$ cat config.mk
export PLATFORM = sky130hd
export DESIGN_NAME = ysyx_041514_ifu_responder
export DESIGN_NICKNAME = d
export VERILOG_FILES = /design/src/rtl/ysyx_041514_ifu_responder.sv
export SDC_FILE = /design/constraint.sdc
export NUM_CORES = 1
export LEC_CHECK = 0
export CAP_MARGIN = 20
export CORE_MARGIN = 3
export CORE_UTILIZATION = 35
export DETAILED_ROUTE_END_ITERATION = 7
export GPL_TIMING_DRIVEN = 0
export PLACE_DENSITY = 0.69
export SETUP_SLACK_MARGIN = 0.1
export SLEW_MARGIN = 20
export SYNTH_ARGS = -nofsm -noshare
export SYNTH_HDL_FRONTEND = slang
export SYNTH_SLANG_ARGS = --single-unit
$ cat constraint.sdc
create_clock -name clk -period 7.55 [get_ports clk]
set_input_delay 2.265 -clock clk [delete_from_list [all_inputs] [get_ports clk]]
set_output_delay 2.265 -clock clk [all_outputs]
set_load 0.01 [all_outputs]
$ cat src/rtl/ysyx_041514_ifu_responder.sv
// Instruction-fetch responder: one-doubleword line buffer in front of a single
// outstanding AXI-style read, with a sticky error entry for faulting fetches.
module ysyx_041514_ifu_responder (
   input  logic        clk,
   input  logic        rst,
   input  logic [63:0] inst_addr_i,
   input  logic        inst_req_i,
   input  logic        flush_i,
   input  logic        fence_i_i,
   output logic        if_rdata_valid_o,
   output logic [63:0] if_rdata_o,
   output logic        if_access_fault_o,
   output logic        mem_ar_valid_o,
   input  logic        mem_ar_ready_i,
   output logic [63:0] mem_ar_addr_o,
   input  logic        mem_r_valid_i,
   output logic        mem_r_ready_o,
   input  logic [63:0] mem_r_data_i,
   input  logic [1:0]  mem_r_resp_i
);

   localparam int unsigned XLEN     = 64;
   localparam int unsigned INST_LEN = 32;
   localparam int unsigned TAG_W    = XLEN - 3;
   localparam logic [INST_LEN-1:0] NOP = 32'h0000_0013;

   typedef enum logic [1:0] {S_IDLE, S_AR, S_R} state_t;

   state_t             state, state_nxt;
   logic               buf_v, buf_v_nxt;
   logic [TAG_W-1:0]   buf_tag, buf_tag_nxt;
   logic [XLEN-1:0]    buf_data, buf_data_nxt;
   logic               err_v, err_v_nxt;
   logic [TAG_W-1:0]   err_tag, err_tag_nxt;
   logic [TAG_W-1:0]   req_tag, req_tag_nxt;
   logic               drop, drop_nxt;

   logic [TAG_W-1:0]   pc_tag;
   logic               hit, err_hit;
   logic [INST_LEN-1:0] hit_word;
   logic               unused_addr_lsb;

   assign pc_tag          = inst_addr_i[XLEN-1:3];
   assign unused_addr_lsb = ^inst_addr_i[1:0];
   assign hit     = inst_req_i && buf_v && (buf_tag == pc_tag);
   assign err_hit = inst_req_i && err_v && (err_tag == pc_tag) && !hit;
   assign hit_word = inst_addr_i[2] ? buf_data[XLEN-1:INST_LEN] : buf_data[INST_LEN-1:0];

   assign mem_ar_valid_o = (state == S_AR);
   assign mem_r_ready_o  = (state == S_R);
   assign mem_ar_addr_o  = (state == S_AR) ? {req_tag, 3'b000} : '0;

   always_ff @(posedge clk) begin
      if (rst) begin
         state    <= S_IDLE;
         buf_v    <= 1'b0;
         buf_tag  <= '0;
         buf_data <= '0;
         err_v    <= 1'b0;
         err_tag  <= '0;
         req_tag  <= '0;
         drop     <= 1'b0;
      end else begin
         state    <= state_nxt;
         buf_v    <= buf_v_nxt;
         buf_tag  <= buf_tag_nxt;
         buf_data <= buf_data_nxt;
         err_v    <= err_v_nxt;
         err_tag  <= err_tag_nxt;
         req_tag  <= req_tag_nxt;
         drop     <= drop_nxt;
      end
   end

   // Fetch-side response: buffer hit wins over the error entry.
   always_comb begin
      if_rdata_valid_o  = 1'b0;
      if_access_fault_o = 1'b0;
      if_rdata_o        = {32'b0, NOP};
      if (hit) begin
         if_rdata_valid_o = 1'b1;
         if_rdata_o       = {32'b0, hit_word};
      end else if (err_hit) begin
         if_rdata_valid_o  = 1'b1;
         if_access_fault_o = 1'b1;
      end
   end

   always_comb begin
      state_nxt    = state;
      buf_v_nxt    = buf_v;
      buf_tag_nxt  = buf_tag;
      buf_data_nxt = buf_data;
      err_v_nxt    = err_v;
      err_tag_nxt  = err_tag;
      req_tag_nxt  = req_tag;
      drop_nxt     = drop;

      if (flush_i) err_v_nxt = 1'b0;

      case (state)
         S_IDLE: begin
            if (inst_req_i && !hit && !err_hit) begin
               state_nxt   = S_AR;
               req_tag_nxt = pc_tag;
               drop_nxt    = 1'b0;
            end
         end
         S_AR: begin
            if (mem_ar_ready_i) state_nxt = S_R;
         end
         S_R: begin
            if (mem_r_valid_i) begin
               state_nxt = S_IDLE;
               if (!drop) begin
                  if (mem_r_resp_i == 2'b00) begin
                     buf_v_nxt    = 1'b1;
                     buf_tag_nxt  = req_tag;
                     buf_data_nxt = mem_r_data_i;
                  end else begin
                     err_v_nxt   = 1'b1;
                     err_tag_nxt = req_tag;
                  end
               end
            end
         end
         default: state_nxt = S_IDLE;
      endcase

      // fence_i overrides any fill landing this cycle and poisons an in-flight beat.
      if (fence_i_i) begin
         buf_v_nxt = 1'b0;
         err_v_nxt = 1'b0;
         if (state != S_IDLE) drop_nxt = 1'b1;
      end
   end

endmodule

==> flow_summary.json, run 1 <==
{
  "outcome": "complete, no violations",
  "fin_crit_sh_pct": 97.9,
  "grt_use_total_pct": 22.1,
  "ant_nets": 0,
  "clockRootBuffer": "clkbuf_16",
  "avgSynthCellArea_um2": 8.06,
  "synth_ff_type": "dfxtp_1",
  "powerDensity_nw_per_um2": 193,
  "row_count": 66,
  "maxCapViolations": 0,
  "yosys_warnings": 0,
  "rsz0062_at_grt": "no",
  "first_pass_iters": 7,
  "die_w_um": 190,
  "tritoncts": "done",
  "grt_pass1_vias": 10682,
  "leakagePower_nw": 5.92,
  "vias": 11031,
  "intPower_mw": 2.30,
  "finalWorstSetupSlack_ps": 155,
  "pwr-share-seq_pct": 45.2,
  "hpwlAfterDp_mm": 31.8,
  "p_comb_share_pct": 11.2,
  "cts_sinks": 252,
  "p_sw_uw": 775,
  "synth_edf_count": 0,
  "post-place-ws_ps": -397,
  "hold_path_class": "register to register",
  "vias_per_cell": 4.95,
  "clock_path_buffers": 3,
  "htree_levels": 1,
  "die_h_um": 190,
  "nets": 1905,
  "yosysSeqAreaShare_pct": 42.5,
  "yosys.area.top_type": "dfxtp_1",
  "max_slew_margin_pct": 39.1,
  "setup_viol": 0,
  "ir_worst_vdd_mv": 0.156,
  "die-area_um2": 36200,
  "pin_count": 269,
  "switching_share_pct": 25.2,
  "fmax_mhz": 135,
  "stdcell_count": 2229,
  "ctsHoldBuffers": 0,
  "clock_latency_ps": 560,
  "finalHoldViolCount": 0,
  "cts_buffers": 29,
  "wl_per_cell_um": 18.7,
  "synthToLayoutAreaGrowth_pct": 34.2,
  "max_stage_delay_ps": 550,
  "yosys-top-cells-count": "nand2_1 (377), dfxtp_1 (252), a21oi_1 (191)",
  "clkTransAtPathRegs_ps": 60,
  "grt_overflow": 0,
  "start_kind": "input pin",
  "cp_max_fo": 10,
  "synthesis.instances": 1473,
  "n_fill_cell": 3156,
  "crit_arrival_ps": 5130,
  "yosysMostFrequentCell": "nand2_1",
  "antenna_found_initial": 3,
  "grt_max_degree": 15,
  "path_cells": "clkdlybuf4s50_1 > xnor2_1 > nand4_1 > nor4_2 > nand4_1 > or3_4 > buf_2 > clkbuf_4 > nor2_1 > clkdlybuf4s50_1",
  "synthTopCellsByArea": "dfxtp_1 (42%), nand2_1 (12%), a21oi_1 (8.0%)",
  "worst_slew_pin_slew_ps": 911,
  "ys_types": 46,
  "drc": 0,
  "port_buffers": 229,
  "fin_crit_ps": 7400,
  "clkPwrFrac_pct": 43.6,
  "drive_above_1_share_pct": 6.49,
  "power_mw": 3.08,
  "critPathRequiredTime_ps": 5290,
  "drtIter0Drc": 667,
  "cpMaxStageDelayCell": "clkdlybuf4s50_1",
  "place_congestion": 0.928,
  "grt_pass1_wl_mm": 61.8,
  "synthesis.area_um2": 11900,
  "wl_mm": 41.6,
  "initial_core_util_pct": 36.0,
  "async_reset_ff_share_pct": 0,
  "placed_cells": 2179,
  "ys_ff_latch": 252,
  "drv_slew": 0,
  "synth_top_area_share_pct": 42.5,
  "worstSetupPathType": "input pin to output port",
  "fin_worst_skew_ps": 21.9,
  "end_kind": "output port",
  "fp.coreArea_um2": 32900
}
==> final timing paths <==
kind / from / slack, ps / cells after the start / to
worst max-delay path: inst_addr_i[39] / 150 / 10 / if_rdata_o[22]
worst min-delay path: buf_data[1] / 450 / 2 / buf_data[1]
worst max register to register: err_tag[9] / 4820 / 9 / state[0]
worst min register to register: buf_data[1] / 450 / 2 / buf_data[1]
==> through the flow <==
stage | area (µm²) | hold slack [ps] | setup TNS (ps) | utilization [%]
floorplan | 12000 | 432 | 0 | -
global placement | 14800 | 439 | -6770 | 45.1
detailed placement | 14900 | 443 | -7020 | 45.1
CTS | 15800 | 451 | 0 | 48.1
global route | 15900 | 464 | 0 | 48.4
finish | 15900 | 450 | 0 | 48.4
==> cells by family after synthesis <==
| family | synth area share [%] |
|---|---|
| simple gates | 26.5 |
| xor+xnor | 6.93 |
| other cells | 0.0316 |
| compound gates | 9.88 |
| buf+inv | 6.62 |
| mux | 7.59 |
| flops | 42.5 |
==> what timing repair did <==
action / 4_1_cts / 5_1_grt
endpoints found under the setup margin: 34 / 30
resized for setup: 43 / 28
setup buffers: 0 / 0
pin swaps: 2 / 5
==> flip-flops by register name, summed over array words and instances, names as in the netlist <==
name	count
buf_tag	61
err_v	1
drop	1
err_tag	61
state	2
req_tag	61
buf_v	1
buf_data	64
==> per-layer routing <==
layer	GRT usage [%]	share of wire [%]
met3	6.12	9.1
met4	5.96	2.8
met2	36.9	46
met5	0	0.065
met1	28.1	42
==> area by class of cell <==
type | count | area, µm² | share of cell area, %
plain buffers | 129 | 707 | 4.44
clock inverters | 9 | 80.1 | 0.502
inverters | 24 | 90.1 | 0.565
repair buffers | 230 | 2330 | 14.6
clock buffers | 40 | 807 | 5.06
diodes | 1 | 2.50 | 0.0157
multi-input cells | 1102 | 6320 | 39.7
flip-flops and latches | 252 | 5040 | 31.7
well taps | 442 | 553 | 3.47
==> layout by cell type (no fill, tap or decap), types with 21 or more instances in the layout <==
cell type        count
nand2b_1           124
mux2i_1             90
and2_1              61
inv_1               22
buf_4               35
conb_1              35
clkbuf_1            87
xor2_1              43
xnor2_1             38
clkdlybuf4s50_1    187
dlymetal6s2s_1      21
a21oi_1            191
nor2_1              35
dlygate4sd2_1       21
clkbuf_16           29
nand2_1            377
dfxtp_1            252
==> power by group through the flow <==
stage               logic, mW  registers, mW  clock network (mW)
floorplan               0.173           1.41                   0
global placement        0.339           1.42                   0
detailed placement      0.341           1.42                   0
CTS                     0.343           1.39                1.34
global route            0.365           1.39                1.40
finish                  0.344           1.39                1.34
==> worst max-delay path, delay by kind of cell <==
family	cells	cell delay, ps
buffers and inverters	4	1520
AND/OR/NAND/NOR	5	1190
XOR/XNOR	1	160
Power figures use the tool's default switching activity.
==> run 2, diff against run 1 <==
GPL_TIMING_DRIVEN = not set   (was 0)
==> flow_summary.json, run 2 (synthesized netlist as in run 1, its figures left out) <==
{
  "die-area_um2": 36200,
  "mostFrequentLayoutCell": "nand2_1",
  "drv_slew": 0,
  "wl_mm": 36.9,
  "antenna_found_initial": 3,
  "outcome": "complete, no violations",
  "maxCapViolations": 0,
  "fin_crit_sh_pct": 97.7,
  "drive_above_1_share_pct": 5.32,
  "htree_levels": 1,
  "grt_pass1_wl_mm": 55.9,
  "fp.coreArea_um2": 32900,
  "port_buffers": 231,
  "finalWorstSetupSlack_ps": 177,
  "initial_core_util_pct": 36.0,
  "hpwlAfterDp_mm": 25.3,
  "reg2reg_from": "buf_tag[18]",
  "die_w_um": 190,
  "worst_slew_pin_slew_ps": 971,
  "ir_worst_vdd_mv": 0.167,
  "finalHoldViolCount": 0,
  "hold_depth": 2,
  "grt_pass1_vias": 9938,
  "fin_crit_ps": 7370,
  "leakagePower_nw": 5.41,
  "ctsHoldBuffers": 0,
  "grt_max_degree": 183,
  "start_kind": "input pin",
  "row_count": 66,
  "cts_sinks": 252,
  "setup_viol": 0,
  "max_slew_margin_pct": 35.3,
  "clkTransAtPathRegs_ps": 60,
  "vias_per_cell": 4.91,
  "post-place-ws_ps": 91.5,
  "antenna_cells": 0,
  "tns_ps": 0,
  "pin_count": 269,
  "vias": 10474,
  "cpMaxStageDelayCell": "clkdlybuf4s50_1",
  "fmax_mhz": 136,
  "grt_use_total_pct": 19.4,
  "powerDensity_nw_per_um2": 199,
  "path_cells": "clkdlybuf4s50_1 > xnor2_1 > nand4_1 > nor4_1 > nand4_1 > or3_4 > buf_12 > a211o_1 > clkdlybuf4s50_1",
  "clock_latency_ps": 550,
  "most-common-layout-cells": "nand2_1 (376), dfxtp_1 (252), clkdlybuf4s50_1 (226)",
  "ant_nets": 0,
  "critPathRequiredTime_ps": 5290,
  "clockRootBuffer": "clkbuf_16",
  "hold_start": "buf_data[5]",
  "largest-register": "buf_data",
  "first_pass_iters": 5,
  "grt_overflow": 0,
  "crit_path_start": "inst_addr_i[21]",
  "crit_arrival_ps": 5110,
  "cp_max_fo": 35,
  "rsz0062_at_grt": "no",
  "cts_buffers": 29,
  "drc": 0,
  "holdWs_ps": 453,
  "synthToLayoutAreaGrowth_pct": 29.8,
  "nets": 1808,
  "clock_path_buffers": 3,
  "drtIter0Drc": 686,
  "die_h_um": 190,
  "ff2ff_path_depth": 9,
  "utilization_pct": 46.8,
  "largest_reg_flops": 64,
  "fin_worst_skew_ps": 14.5,
  "max_stage_delay_ps": 480,
  "tritoncts": "done",
  "wl_per_cell_um": 17.3,
  "place_congestion": 0.871,
  "worstSetupPathType": "input pin to output port",
  "end_kind": "output port",
  "hold_path_class": "register to register"
}
[run 2: cell type report]
class                   count  area (µm²)
clock buffers              39         783
clock inverters            13         130
fillers                  3204       17500
inverters                  24        90.1
multi-input cells        1102        6240
flip-flops and latches    252        5040
well taps                 442         553
repair buffers            262        2580
[run 2: timing repair]
item | CTS | global route
gates resized for setup | 1 | 7
endpoints found under the setup margin | 1 | 29
setup buffers | 0 | 0
pin swaps | 1 | 1
[run 2: where the power goes]
group	switching, mW	internal, mW
registers	0.0304	1.36
logic	0.158	0.155
clock network	0.563	0.795
total	0.752	2.31
[run 2: metal layers]
metal | vias to the layer above | share of wire [%] | wire, µm | global-route usage (%)
met5 | - | 0.098 | 36 | 0
met3 | 75 | 9.1 | 3350 | 6.01
met4 | 6 | 3.6 | 1330 | 6.60
li1 | 5105 | - | - | -
met1 | 4904 | 43 | 15700 | 24.9
met2 | 384 | 45 | 16400 | 31.1
[run 2: final timing paths]
kind | to | slack (ps)
min | buf_data[5] | 450
max reg2reg | req_tag[35] | 4690
min reg2reg | buf_data[5] | 450
max | if_rdata_o[1] | 180
[run 2: through the flow]
stage | instance area (µm²) | total power [mW] | cells
final | 15400 | 3.06 | 2134
after global routing | 15400 | 3.16 | 2134
after CTS | 15400 | 3.09 | 2134
after detailed placement | 14500 | 1.73 | 2082
after global placement | 14500 | 1.73 | 2082
after floorplan | 12000 | 1.58 | 1507
[run 2: critical path: cells and delay by family]
kind                      cells  cell delay (ps)
AOI/OAI and AO/OA             1              280
xor gates and xnor gates      1              370
buffers and inverters         3             1130
and+or+nand+nor               4             1030
==> run 3, diff against run 2 <==
GPL_TIMING_DRIVEN = 0   (was not set)
PLACE_DENSITY = 0.71   (was 0.69)
clock period = 6.4 ns   (was 7.55 ns; I/O delays follow)
==> flow_summary.json, run 3 (synthesized netlist as in run 1, its figures left out) <==
{
  "reg2reg_from": "buf_tag[49]",
  "finalWorstSetupSlack_ps": 122,
  "port_buffers": 229,
  "grt_overflow": 0,
  "clockRootBuffer": "clkbuf_16",
  "critPathTopFamily": "simple AND/OR/NAND/NOR gates",
  "critPathRequiredTime_ps": 4480,
  "die_h_um": 190,
  "initial_core_util_pct": 36.0,
  "maxCapViolations": 0,
  "switching_share_pct": 24.4,
  "ir_worst_vdd_mv": 0.174,
  "n_fill_cell": 3129,
  "outcome": "complete, no violations",
  "grt_pass1_vias": 10643,
  "hold_end": "buf_data[15]",
  "drc": 0,
  "fin_crit_ps": 6280,
  "utilization_pct": 48.3,
  "ff2ff_path_depth": 10,
  "largest_reg_flops": 64,
  "vias": 10958,
  "synthToLayoutAreaGrowth_pct": 34.1,
  "worst_slew_pin_slew_ps": 1060,
  "post-place-ws_ps": -863,
  "fin_crit_sh_pct": 98.1,
  "cts_sinks": 252,
  "powerDensity_nw_per_um2": 231,
  "drive_above_1_share_pct": 8.39,
  "r2r_end": "state[0]",
  "hold_start": "buf_data[15]",
  "antenna_found_initial": 3,
  "cp_max_fo": 10,
  "tns_ps": 0,
  "clock_latency_ps": 540,
  "p_sw_uw": 897,
  "place_congestion": 0.946,
  "row_count": 66,
  "fmax_mhz": 159,
  "ant_nets": 0,
  "drv_slew": 0,
  "die_w_um": 190,
  "clock_path_buffers": 3,
  "htree_levels": 1,
  "post_cts_buffers": 0,
  "wl_mm": 41.7,
  "cts_buffers": 28,
  "worstSetupPathType": "input pin to output port",
  "drtIter0Drc": 872,
  "seqCellArea_um2": 5040,
  "power_mw": 3.68,
  "multi_input_area_um2": 6370,
  "nets": 1904,
  "hold_depth": 2,
  "path_cells": "clkdlybuf4s50_1 > xor2_1 > nor4_2 > nand4_1 > or3_4 > buf_6 > clkbuf_8 > nor2_1 > clkdlybuf4s15_2",
  "grt_max_degree": 14,
  "fp.coreArea_um2": 32900,
  "pin_count": 269,
  "cpMaxStageDelayCell": "clkdlybuf4s50_1",
  "hpwlAfterDp_mm": 32.0,
  "tritoncts": "done",
  "pwr-share-seq_pct": 44.6,
  "hold_path_class": "register to register",
  "finalHoldViolCount": 0,
  "clkTransAtPathRegs_ps": 60,
  "critPathBufInv": 4,
  "grt_use_total_pct": 22.2,
  "first_pass_iters": 5,
  "fin_worst_skew_ps": 11.4,
  "p_comb_share_pct": 11.0,
  "wl_per_cell_um": 18.7,
  "max_stage_delay_ps": 470,
  "clkPwrFrac_pct": 44.4,
  "max_slew_margin_pct": 29.2,
  "start_kind": "input pin",
  "vias_per_cell": 4.91,
  "reg2reg_slack_ps": 3750,
  "mostFrequentLayoutCell": "nand2_1",
  "largest-register": "buf_data",
  "most-common-layout-cells": "nand2_1 (377), dfxtp_1 (252), a21oi_1 (191)",
  "rsz0062_at_grt": "yes",
  "crit_arrival_ps": 4360,
  "intPower_mw": 2.78,
  "grt_pass1_wl_mm": 62.6,
  "leakagePower_nw": 5.81,
  "end_kind": "output port",
  "die-area_um2": 36200,
  "setup_viol": 0
}
[run 3: cell types whose count changed in the layout (fill, tap and decap cells not counted), moves of 7 or more]
cell	delta
clkbuf_2	+15
buf_8	+7
buf_4	+8
clkdlybuf4s50_1	-71
xnor2_2	+8
clkbuf_8	+13
clkbuf_1	+75
dlygate4sd2_1	+41
xnor2_1	-10
clkdlybuf4s15_2	+9
[run 3: power by group through the flow]
stage,sequential [mW],clock (mW),combinational [mW]
finish,1.64,1.63,0.405
floorplan,1.66,0,0.204
global route,1.64,1.71,0.431
global placement,1.67,0,0.399
CTS,1.64,1.65,0.403
detailed placement,1.67,0,0.403
[run 3: final cells by class]
type | count | area share, %
inverter | 24 | 0.566
clock buffer | 46 | 5.84
buffer | 129 | 4.56
tap | 442 | 3.47
multi-input combinational | 1102 | 40.0
sequential | 252 | 31.7
timing repair buffer | 230 | 13.8
clock inverter | 5 | 0.173
antenna | 1 | 0.0157
[run 3: routing by layer]
metal / vias up / wire length, µm / GRT usage (%)
li1: 5292 / - / -
met1: 5129 / 17600 / 29.0
met2: 467 / 19500 / 37.5
met3: 66 / 3630 / 4.90
met4: 4 / 993 / 5.28
met5: - / 26 / 0
[run 3: stage by stage]
stage,hold WS (ps),cells,area (µm²)
5_1_grt,469,2230,15900
2_1_floorplan,432,1507,12000
3_3_place_gp,440,2178,14800
4_1_cts,454,2230,15900
6_report,452,2231,15900
3_5_place_dp,445,2179,14900
[run 3: worst max path at each step]
stage                     from              to  cells past startpoint
5_1_grt         inst_addr_i[8]  if_rdata_o[31]                     10
3_3_place_gp   inst_addr_i[42]   if_rdata_o[8]                     10
4_1_cts        inst_addr_i[55]   if_rdata_o[8]                     10
6_report       inst_addr_i[17]   if_rdata_o[6]                      9
2_1_floorplan  inst_addr_i[52]  if_rdata_o[18]                      8
3_5_place_dp   inst_addr_i[15]   if_rdata_o[8]                     10
[run 3: timing repair]
| item | CTS | global route |
|---|---|---|
| gates cloned | 0 | 0 |
| resized for setup | 131 | 37 |
| endpoints found under the setup margin | 34 | 34 |
| hold buffers | 0 | 0 |
| pin swaps | 16 | 8 |
[run 3: tightest hold or removal path, cell delays in order (launching register included)]
cell	delay, ps
dfxtp_1	310
nand2_1	50
a21oi_1	50
